--- src/rtl/calc_pkg.sv ---
// rtl/calc_pkg.sv - key codes, scanner state type and keypad map shared by the calculator front end
package calc_pkg;

    localparam logic [3:0] KEY_0    = 4'd0;
    localparam logic [3:0] KEY_1    = 4'd1;
    localparam logic [3:0] KEY_2    = 4'd2;
    localparam logic [3:0] KEY_3    = 4'd3;
    localparam logic [3:0] KEY_4    = 4'd4;
    localparam logic [3:0] KEY_5    = 4'd5;
    localparam logic [3:0] KEY_6    = 4'd6;
    localparam logic [3:0] KEY_7    = 4'd7;
    localparam logic [3:0] KEY_8    = 4'd8;
    localparam logic [3:0] KEY_9    = 4'd9;
    localparam logic [3:0] KEY_A    = 4'd10;
    localparam logic [3:0] KEY_B    = 4'd11;
    localparam logic [3:0] KEY_C    = 4'd12;
    localparam logic [3:0] KEY_D    = 4'd13;
    localparam logic [3:0] KEY_STAR = 4'd14;
    localparam logic [3:0] KEY_HASH = 4'd15;

    typedef enum logic [1:0] {
        SCAN     = 2'd0,
        DEBOUNCE = 2'd1,
        HELD     = 2'd2
    } scan_state_t;

    // Physical keypad layout: row r, column c (both counted from 0).
    function automatic logic [3:0] keymap(input logic [1:0] r, input logic [1:0] c);
        logic [3:0] code;
        case ({r, c})
            4'h0: code = KEY_1;
            4'h1: code = KEY_2;
            4'h2: code = KEY_3;
            4'h3: code = KEY_A;
            4'h4: code = KEY_4;
            4'h5: code = KEY_5;
            4'h6: code = KEY_6;
            4'h7: code = KEY_B;
            4'h8: code = KEY_7;
            4'h9: code = KEY_8;
            4'hA: code = KEY_9;
            4'hB: code = KEY_C;
            4'hC: code = KEY_STAR;
            4'hD: code = KEY_0;
            4'hE: code = KEY_HASH;
            default: code = KEY_D;
        endcase
        return code;
    endfunction

endpackage

--- src/rtl/kp_sync.sv ---
// rtl/kp_sync.sv - 4-bit two-flop synchronizer for the keypad row pins
// Ports: clk, reset (sync active-low, idles to 4'b1111), d (async rows), q (synchronized rows)
module kp_sync (
    input  logic       clk,
    input  logic       reset,
    input  logic [3:0] d,
    output logic [3:0] q
);

    logic [3:0] meta;

    // Reset value is "no key" so nothing is seen as pressed right after reset.
    always_ff @(posedge clk) begin
        if (!reset) begin
            meta <= 4'b1111;
            q    <= 4'b1111;
        end else begin
            meta <= d;
            q    <= meta;
        end
    end

endmodule

--- src/rtl/keypad_scanner.sv ---
// rtl/keypad_scanner.sv - 4x4 keypad scanner with debounce, key encoding and one-shot ready
// Ports: clk, reset (sync active-low), row (async active-low rows), col (active-low one-hot drive),
//        tecla (last accepted key code), ready (one-cycle strobe with new tecla), key_down (press held)
module keypad_scanner
    import calc_pkg::*;
#(
    parameter int SCAN_DIV     = 1000,
    parameter int DEBOUNCE_CNT = 4
) (
    input  logic       clk,
    input  logic       reset,
    input  logic [3:0] row,
    output logic [3:0] col,
    output logic [3:0] tecla,
    output logic       ready,
    output logic       key_down
);

    localparam int DIV_W = $clog2(SCAN_DIV);
    localparam int CNT_W = $clog2(DEBOUNCE_CNT + 1);
    localparam logic [DIV_W-1:0] DIV_LAST = DIV_W'(SCAN_DIV - 1);
    localparam logic [CNT_W-1:0] CNT_DONE = CNT_W'(DEBOUNCE_CNT);

    logic [3:0]       rs;
    scan_state_t      state, state_nxt;
    logic [DIV_W-1:0] div;
    logic [1:0]       cand_r, cand_r_nxt, cand_c, cand_c_nxt;
    logic [1:0]       hit_r, col_idx;
    logic             hit, sample;
    logic [CNT_W-1:0] dcnt, dcnt_nxt, dcnt_inc;
    logic [CNT_W-1:0] rcnt, rcnt_nxt, rcnt_inc;
    logic [3:0]       col_nxt, col_rot, tecla_nxt;
    logic             ready_nxt, key_down_nxt;

    kp_sync u_sync (
        .clk   (clk),
        .reset (reset),
        .d     (row),
        .q     (rs)
    );

    // Exactly one row low is a hit; ghosting / multi-key patterns are ignored.
    always_comb begin
        hit   = 1'b0;
        hit_r = 2'd0;
        case (rs)
            4'b1110: begin hit = 1'b1; hit_r = 2'd0; end
            4'b1101: begin hit = 1'b1; hit_r = 2'd1; end
            4'b1011: begin hit = 1'b1; hit_r = 2'd2; end
            4'b0111: begin hit = 1'b1; hit_r = 2'd3; end
            default: ;
        endcase
    end

    always_comb begin
        col_idx = 2'd0;
        case (col)
            4'b1101: col_idx = 2'd1;
            4'b1011: col_idx = 2'd2;
            4'b0111: col_idx = 2'd3;
            default: col_idx = 2'd0;
        endcase
    end

    assign sample   = (div == DIV_LAST);
    assign col_rot  = {col[2:0], col[3]};
    assign dcnt_inc = (dcnt == CNT_DONE) ? dcnt : dcnt + CNT_W'(1);
    assign rcnt_inc = (rcnt == CNT_DONE) ? rcnt : rcnt + CNT_W'(1);

    always_comb begin
        state_nxt    = state;
        col_nxt      = col;
        tecla_nxt    = tecla;
        ready_nxt    = 1'b0;
        key_down_nxt = key_down;
        cand_r_nxt   = cand_r;
        cand_c_nxt   = cand_c;
        dcnt_nxt     = dcnt;
        rcnt_nxt     = rcnt;
        case (state)
            SCAN: begin
                if (sample) begin
                    if (hit) begin
                        cand_r_nxt = hit_r;
                        cand_c_nxt = col_idx;
                        dcnt_nxt   = '0;
                        state_nxt  = DEBOUNCE;
                    end else begin
                        col_nxt = col_rot;
                    end
                end
            end
            DEBOUNCE: begin
                if (sample) begin
                    if (hit && hit_r == cand_r) begin
                        dcnt_nxt = dcnt_inc;
                        // Accept on the final matching sample so ready lands one cycle later.
                        if (dcnt_inc == CNT_DONE) begin
                            state_nxt    = HELD;
                            tecla_nxt    = keymap(cand_r, cand_c);
                            ready_nxt    = 1'b1;
                            key_down_nxt = 1'b1;
                            rcnt_nxt     = '0;
                        end
                    end else begin
                        state_nxt = SCAN;
                        col_nxt   = col_rot;
                    end
                end
            end
            HELD: begin
                if (sample) begin
                    if (rs == 4'b1111) begin
                        rcnt_nxt = rcnt_inc;
                        if (rcnt_inc == CNT_DONE) begin
                            key_down_nxt = 1'b0;
                            state_nxt    = SCAN;
                            col_nxt      = col_rot;
                        end
                    end else begin
                        rcnt_nxt = '0;
                    end
                end
            end
            default: state_nxt = SCAN;
        endcase
    end

    always_ff @(posedge clk) begin
        if (!reset) begin
            state    <= SCAN;
            div      <= '0;
            col      <= 4'b1110;
            tecla    <= 4'd0;
            ready    <= 1'b0;
            key_down <= 1'b0;
            cand_r   <= 2'd0;
            cand_c   <= 2'd0;
            dcnt     <= '0;
            rcnt     <= '0;
        end else begin
            state    <= state_nxt;
            div      <= sample ? '0 : div + DIV_W'(1);
            col      <= col_nxt;
            tecla    <= tecla_nxt;
            ready    <= ready_nxt;
            key_down <= key_down_nxt;
            cand_r   <= cand_r_nxt;
            cand_c   <= cand_c_nxt;
            dcnt     <= dcnt_nxt;
            rcnt     <= rcnt_nxt;
        end
    end

endmodule

--- config.mk ---
export PLATFORM = sky130hd
export DESIGN_NAME = keypad_scanner
export DESIGN_NICKNAME = d
export VERILOG_FILES = /design/src/rtl/calc_pkg.sv /design/src/rtl/kp_sync.sv /design/src/rtl/keypad_scanner.sv
export SDC_FILE = /design/constraint.sdc
export NUM_CORES = 1
export LEC_CHECK = 0
export CAP_MARGIN = 30
export CORE_MARGIN = 1.5
export CORE_UTILIZATION = 49
export DETAILED_ROUTE_END_ITERATION = 12
export PLACE_DENSITY = 0.73
export SLEW_MARGIN = 20
export SYNTH_ARGS = -nofsm -noshare
export SYNTH_HDL_FRONTEND = slang
export SYNTH_HIERARCHICAL = 1
export SYNTH_SLANG_ARGS = --single-unit
--- constraint.sdc ---
create_clock -name clk -period 4.69 [get_ports clk]
set_input_delay 1.407 -clock clk [delete_from_list [all_inputs] [get_ports clk]]
set_output_delay 1.407 -clock clk [all_outputs]
set_load 0.01 [all_outputs]
Yosys cells after proc, flatten, opt, wreduce, memory -nomap -nowiden:

Memory sizes are Yosys's and may differ from the RTL's. A register that Yosys moved wholly into a read port is not among the register bits.
Index checks and enable logic that the tools add are counted.

* register bits: 36
* memory bits (read-only): 64
* input port bits: 6
* output and inout port bits: 10
* word-level logic and storage cells: 100
* memories: 1

* add/sub/neg operators: 3
* equal/unequal tests: 27
* mux-type cells: 41
* bitwise operators: 1
* reductions and logical operators: 16

Memories
* (no name shown): words 16, width 4, read ports 1, clocked after memory_dff 1, write ports 0, line calc_pkg.sv:30 `case ({r, c})`

Operators with widths (count)
* $mux 3: 11
* $mux 4: 7
* $eq 4x4->1 const B: 6
* $ne 2x2->1 const B: 10
* $pmux 2 s3: 3
* $mux 2: 8
* $reduce_and 7->1: 2
* $eq 3x3->1 const B: 4
* $pmux 3 s2: 2
* $pmux 4 s3: 1
* $add 10x1->10 const B: 1
* $eq 10x10->1 const B: 1
* $reduce_and 5->1: 2
* $eq 4x3->1 const B: 2
* $mux 1: 8
* $reduce_and 4->1: 2
* $reduce_and 8->1: 1
* $add 3x1->3 const B: 2
* $reduce_bool 2->1: 2
* $reduce_or 4->1: 1
* $ne 3x3->1 const B: 1
* $reduce_and 3->1: 1
* $reduce_bool 3->1: 1
* $eq 2x1->1 const B: 1
* other kinds (8): 8

Depth between registers and ports, before layout:

Gate-level depths: netlist (run 1).

* depth in word-level cells: 7
* mapped depth: 8
* gate-level depth less buffers: 8

Modules after synthesis:

The synthesis (run 1) kept the hierarchy.

Modules (own cells, without submodules)
* keypad_scanner: times used 1, cells an instance 218, area each 1828.0 um^2, seq. area each 640.6 um^2
* kp_sync: times used 1, cells an instance 16, area each 210.2 um^2, seq. area each 160.2 um^2

Worst setup path before layout (run 1):

Ideal clock, no wire load.

* kind: input -> register
* start point: input reset
* end point: register rcnt[0]
* setup time: 0.081 ns
* arrival time: 2.785 ns
* required time: 4.609 ns
* slack: 1.825 ns
* stages on the path: 5
* path buffers: 1
* path through: clkbuf_1 > clkinv_1 > nor4_1 > nand3_1 > a41oi_1

RTL lines
* from (decl): line keypad_scanner.sv:11 `input logic reset,`
* to (signal assigned): line keypad_scanner.sv:151 `rcnt <= rcnt_nxt;`
* to (decl): line keypad_scanner.sv:31 `logic [CNT_W-1:0] rcnt, rcnt_nxt, rcnt_inc;`

==> results of run 1 <==
[power breakdown]
part | switching [uW] | internal [uW] | total (uW)
Clock | 117 | 157 | 274
Combinational | 16.3 | 14.8 | 31.1
Sequential | 4.86 | 345 | 350
Total | 138 | 517 | 655
[how the worst min path moves through the flow]
stage	slack [ps]	end
after floorplan	390	u_sync/q[0]
after global placement	390	u_sync/q[1]
after detailed placement	400	u_sync/q[0]
after CTS	410	u_sync/q[0]
after global routing	430	u_sync/q[1]
final	410	u_sync/q[0]
[metal layers]
metal  vias to the layer above  global-route usage
met5                         -                   0
met2                        36               0.283
met3                         5              0.0450
met4                         0              0.0612
li1                        862                   -
met1                       729               0.251
[state kept, by name, indices dropped and copies added (netlist names)]
register     cells
key_down         1
ready            1
rcnt             3
cand_r           2
u_sync/q         4
u_sync/meta      4
cand_c           2
div             10
state            2
tecla            4
dcnt             3
col              4
[cells by family after synthesis]
group,synth area share
and+or+nand+nor,0.258
DFF,0.393
AOI/OAI and AO/OA,0.158
xor gates and xnor gates,0.0516
muxes,0.0442
adders and majority gates,0.0614
buffers and inverters,0.0344
[cell usage after synthesis (all sizes together)]
cell / instances / share of area
and4bb: 1 / 0.0061
dfxtp: 40 / 0.39
nand2: 19 / 0.035
and4b: 2 / 0.0098
a21o: 1 / 0.0037
o21ai: 6 / 0.015
nor3: 5 / 0.012
o32a: 1 / 0.0049
xor2: 8 / 0.034
nand3b: 2 / 0.0074
a211oi: 7 / 0.032
a22oi: 1 / 0.0037
nor2b: 2 / 0.0061
and2: 2 / 0.0061
a31oi: 1 / 0.0031
nor4: 4 / 0.012
buf: 3 / 0.0086
o32ai: 1 / 0.0043
o31a: 1 / 0.0043
nand4: 6 / 0.026
o211a: 2 / 0.0098
o22ai: 2 / 0.0061
clkinv: 1 / 0.0018
o21a: 1 / 0.0037
clkbuf: 6 / 0.011
nor2: 29 / 0.053
or3b: 3 / 0.014
and3: 3 / 0.0092
a21oi: 17 / 0.042
inv: 7 / 0.013
nand2b: 14 / 0.043
a31o: 2 / 0.0086
mux2i: 9 / 0.044
a41oi: 2 / 0.0086
a311oi: 2 / 0.0086
xnor2: 4 / 0.017
nand3: 7 / 0.017
ha: 10 / 0.061
[per-stage QoR]
stage	total power, uW	instance area (um^2)
after floorplan	378	2040
after global placement	388	2230
after detailed placement	389	2230
after CTS	663	2340
after global routing	681	2340
final	655	2340
[critical path, stage by stage]
cell and delay, ps:
clkdlybuf4s50_1 460, buf_4 220, clkinv_1 100, nor4_1 640, nand3_1 150, a41oi_1 220
[area by class of cell]
type / count / area share
Clock inverter: 3 / 0.0182
Tap cell: 50 / 0.0268
Sequential cell: 40 / 0.343
Multi-Input combinational cell: 177 / 0.499
Timing Repair Buffer: 17 / 0.0707
Clock buffer: 5 / 0.0294
Inverter: 8 / 0.0128
==> impl_metrics.tcl, run 1 <==
set metrics [dict create \
    htreeDepth 2 \
    start_kind "primary input" \
    period_needed_ps 2980 \
    grt.total_usage 0.184 \
    crit_required_ps 4910 \
    regArea_um2 801 \
    ys_seq_elements 40 \
    io_buffers 15 \
    timing_worst_setup_path_type "in2reg" \
    regToRegEndpoint "state[1]" \
    grt_start_max_net_pins 19 \
    fp.dieW_um 67.5 \
    drt_wl_total_um 3630 \
    crit_path_end_kind "flop" \
    slew_violations 0 \
    antennaDiodeCount 0 \
    peakVddDrop_uv 175 \
    via_count 1632 \
    fin_cells 300 \
    power.leakage_uw 0.000872 \
    r2r-start "rcnt[0]" \
    rows 23 \
    cts_hold_buf 0 \
    pre_cts_slack_ps 1370 \
    drt-met1-wl_um 1820 \
    cellPowerDensity_nw_per_um2 280 \
    antenna_left 0 \
    ios 16 \
    rsz0062_at_grt "no" \
    synth_cell_types 44 \
    reg2regPathDepth 8 \
    grt_pass1_wl_um 6400 \
    seq_area_frac_synth 0.393 \
    multi_input_area_um2 1170 \
    dr_wl_met2_um 1580 \
    worstMarginPinSlew_ps 695 \
    final_cell_mix "dfxtp_1, nor2_1, nand2_1" \
    final_min_period_over_clock_period 0.636 \
    area_delta_synth_final_pct 14.7 \
    clock_latency_ps 290 \
    maxCapViolCount 0 \
    post_cts_resized 0 \
    start_util 0.510 \
    worst_slack_ps 1710 \
    syn_inst 234 \
    dp_hpwl_um 2580 \
    path_clk_slew_ps 80 \
    cts_setup_buffers 0 \
    grt_remaining_overflow 0 \
    final_util 0.584 \
    place_inst 292 \
    finalSetupViolations 0 \
    top_layer "met4" \
    fillers 351 \
    vias_per_cell 5.44 \
    cts_tree "yes" \
    crit_path_max_fanout 18 \
    grt_pass1_vias 1436 \
    wl_per_cell_um 12.1 \
    arrival_ps 3200 \
    r2r_setup_slack_ps 2350 \
    status "complete, no violations" \
    clk_root_buffer_cell "clkbuf_8" \
    hold_slack_ps 407 \
    yosysWarnings 6 \
    die_h_um 67.5 \
    cts.path.max_buffers 2 \
    cp-startpoint "reset" \
    core_um2 4000 \
    min_path_cells 1 \
    cts_made_buffers 5 \
    clock_sinks 40 \
    min-delay-start "u_sync/meta[0]" \
    drive_gt1_frac 0.0640 \
    slew_headroom 0.532 \
    routabilityCongestion 0.823 \
    drt-initial-drc-count 71 \
    hold_class "reg2reg" \
    synth.avg_cell_area_um2 8.71 \
    crit_end "rcnt[0]" \
    wl_met3_um 189 \
    hold_viol_final 0 \
    setup_tns_ps 0 \
    dr.pass1.iters 4 \
    die_area_um2 4560 \
    finClkSkew_ps 4.09 \
    grt_antenna_before_repair 0 \
    syn_area_um2 2040 \
    drc 0 \
    max_freq_ghz 0.335 \
    fin_nets 265 \
    syn-num-nets 250 \
    final_common_cell "dfxtp_1" \
]
Note: power is estimated with default switching activity, not from simulation.
==> run 2: changes to the inputs <==
--- a/config.mk
+++ b/config.mk
@@ -9,7 +9,7 @@
 export CORE_MARGIN = 1.5
 export CORE_UTILIZATION = 49
 export DETAILED_ROUTE_END_ITERATION = 12
-export PLACE_DENSITY = 0.73
+export PLACE_DENSITY = 0.76
 export SLEW_MARGIN = 20
 export SYNTH_ARGS = -nofsm -noshare
 export SYNTH_HDL_FRONTEND = slang
==> constraint.sdc (replaced) <==
create_clock -name clk -period 2.6 [get_ports clk]
set_input_delay 0.78 -clock clk [delete_from_list [all_inputs] [get_ports clk]]
set_output_delay 0.78 -clock clk [all_outputs]
set_load 0.01 [all_outputs]
==> impl_metrics.tcl, run 2 (synthesized netlist as in run 1, its figures left out) <==
set metrics [dict create \
    routabilityCongestion 0.776 \
    wl_per_cell_um 12.1 \
    fp.dieW_um 67.5 \
    hold_class "reg2reg" \
    period_needed_ps 2310 \
    drt-initial-drc-count 72 \
    min_path_cells 1 \
    clock_latency_ps 300 \
    whs_endpoint "u_sync/q[0]" \
    power.leakage_uw 0.000884 \
    cts_hold_buf 0 \
    final_min_period_over_clock_period 0.889 \
    drive_gt1_frac 0.0675 \
    grt_pass1_wl_um 6270 \
    ios 16 \
    arrival_ps 2500 \
    crit_path_end_kind "flop" \
    fin_cells 302 \
    drt_wl_total_um 3660 \
    die_area_um2 4560 \
    grt_remaining_overflow 0 \
    grt_pass1_vias 1437 \
    hold_viol_final 0 \
    critical_path.max_stage_delay_ps 460 \
    rsz0062_at_grt "no" \
    regToRegEndpoint "state[1]" \
    crit_path_max_fanout 6 \
    final_common_cell "dfxtp_1" \
    setup_tns_ps 0 \
    cts_setup_buffers 0 \
    top_register "div" \
    antenna_left 0 \
    cts_made_buffers 5 \
    htreeDepth 2 \
    slew_headroom 0.638 \
    final_util 0.587 \
    crit_chain "inv_1 -> ha_1 -> or3b_2 -> a311oi_1 -> nand2b_1 -> a21o_1 -> o31a_1 -> o211a_1" \
    drc 0 \
    vias_per_cell 5.51 \
    start_util 0.510 \
    slowest_stage "or3b_2" \
    grt_start_max_net_pins 19 \
    reg2regPathDepth 8 \
    crit_required_ps 2790 \
    io_buffers 15 \
    grt_antenna_before_repair 0 \
    largest_reg_flops 10 \
    cts_tree "yes" \
    peakVddDrop_uv 312 \
    finClkSkew_ps 5.01 \
    r2r_setup_slack_ps 290 \
    cellPowerDensity_nw_per_um2 505 \
    clk_root_buffer_cell "clkbuf_8" \
    dr.pass1.iters 4 \
    crit_family "compound AO/OA/AOI/OAI gates" \
    antennaDiodeCount 0 \
    path_clk_slew_ps 70 \
    die_h_um 67.5 \
    cts.path.max_buffers 2 \
    use_met2 0.268 \
    core_um2 4000 \
    timing_worst_setup_path_type "reg2reg" \
    via_count 1663 \
    fin_nets 267 \
    grt.total_usage 0.181 \
    maxCapViolCount 0 \
    clock_sinks 40 \
    area_delta_synth_final_pct 15.2 \
    top_usage_layer "met2" \
    max_freq_ghz 0.433 \
    path_buf_inv 1 \
    rows 23 \
    r2r-start "rcnt[0]" \
    dp_hpwl_um 2580 \
    status "complete, no violations" \
    min-delay-start "u_sync/meta[0]" \
    worstMarginPinSlew_ps 540 \
    use_met1 0.247 \
    use_met3 0.0400 \
    start_kind "flop" \
    post_cts_resized 0 \
    finalSetupViolations 0 \
    final_cell_mix "dfxtp_1, nor2_1, nand2_1" \
    place_inst 294 \
    slew_violations 0 \
]
run 2: changes by cell type in the layout (fill, tap and decap cells not counted):
cell,before,now
buf_4,2,4
clkbuf_1,0,1
clkinvlp_4,1,0
run 2: per-stage QoR:
step                      hold WS (ps)  total power [uW]  instance area [um^2]  setup WS [ps]
after floorplan                    386               682                  2040            362
after global placement             389               700                  2240            404
after detailed placement           392               702                  2240            295
after CTS                          410              1200                  2350            292
after global routing               429              1230                  2350            102
final                              409              1190                  2350            289
run 2: how the worst max path moves through the flow:
stage,from,to,slack (ps),cells after the start
after floorplan,reset,rcnt[0],360,5
after global placement,rcnt[0],state[1],400,8
after detailed placement,rcnt[0],state[1],300,8
after CTS,rcnt[0],state[1],290,8
after global routing,rcnt[0],state[1],100,8
final,rcnt[0],state[1],290,8
run 2: per-layer routing:
metal  wire (um)  vias to the layer above
met2        1570                       35
li1            -                      860
met5           0                        -
met4          78                        0
met3         176                        7
met1        1840                      761
run 2: power breakdown:
part,internal (uW),total [uW],switching (uW)
logic,27.6,56.7,29.1
clock network,285,499,214
registers,622,630,8.55
run 2: cell type report:
type                            instances  area, um^2
Fill cell                             356        1650
Multi-Input combinational cell        177        1170
Sequential cell                        40         801
Timing Repair Buffer                   19         180
Clock buffer                            6        72.6
Tap cell                               50        62.6
Clock inverter                          2        35.0
Inverter                                8        30.0
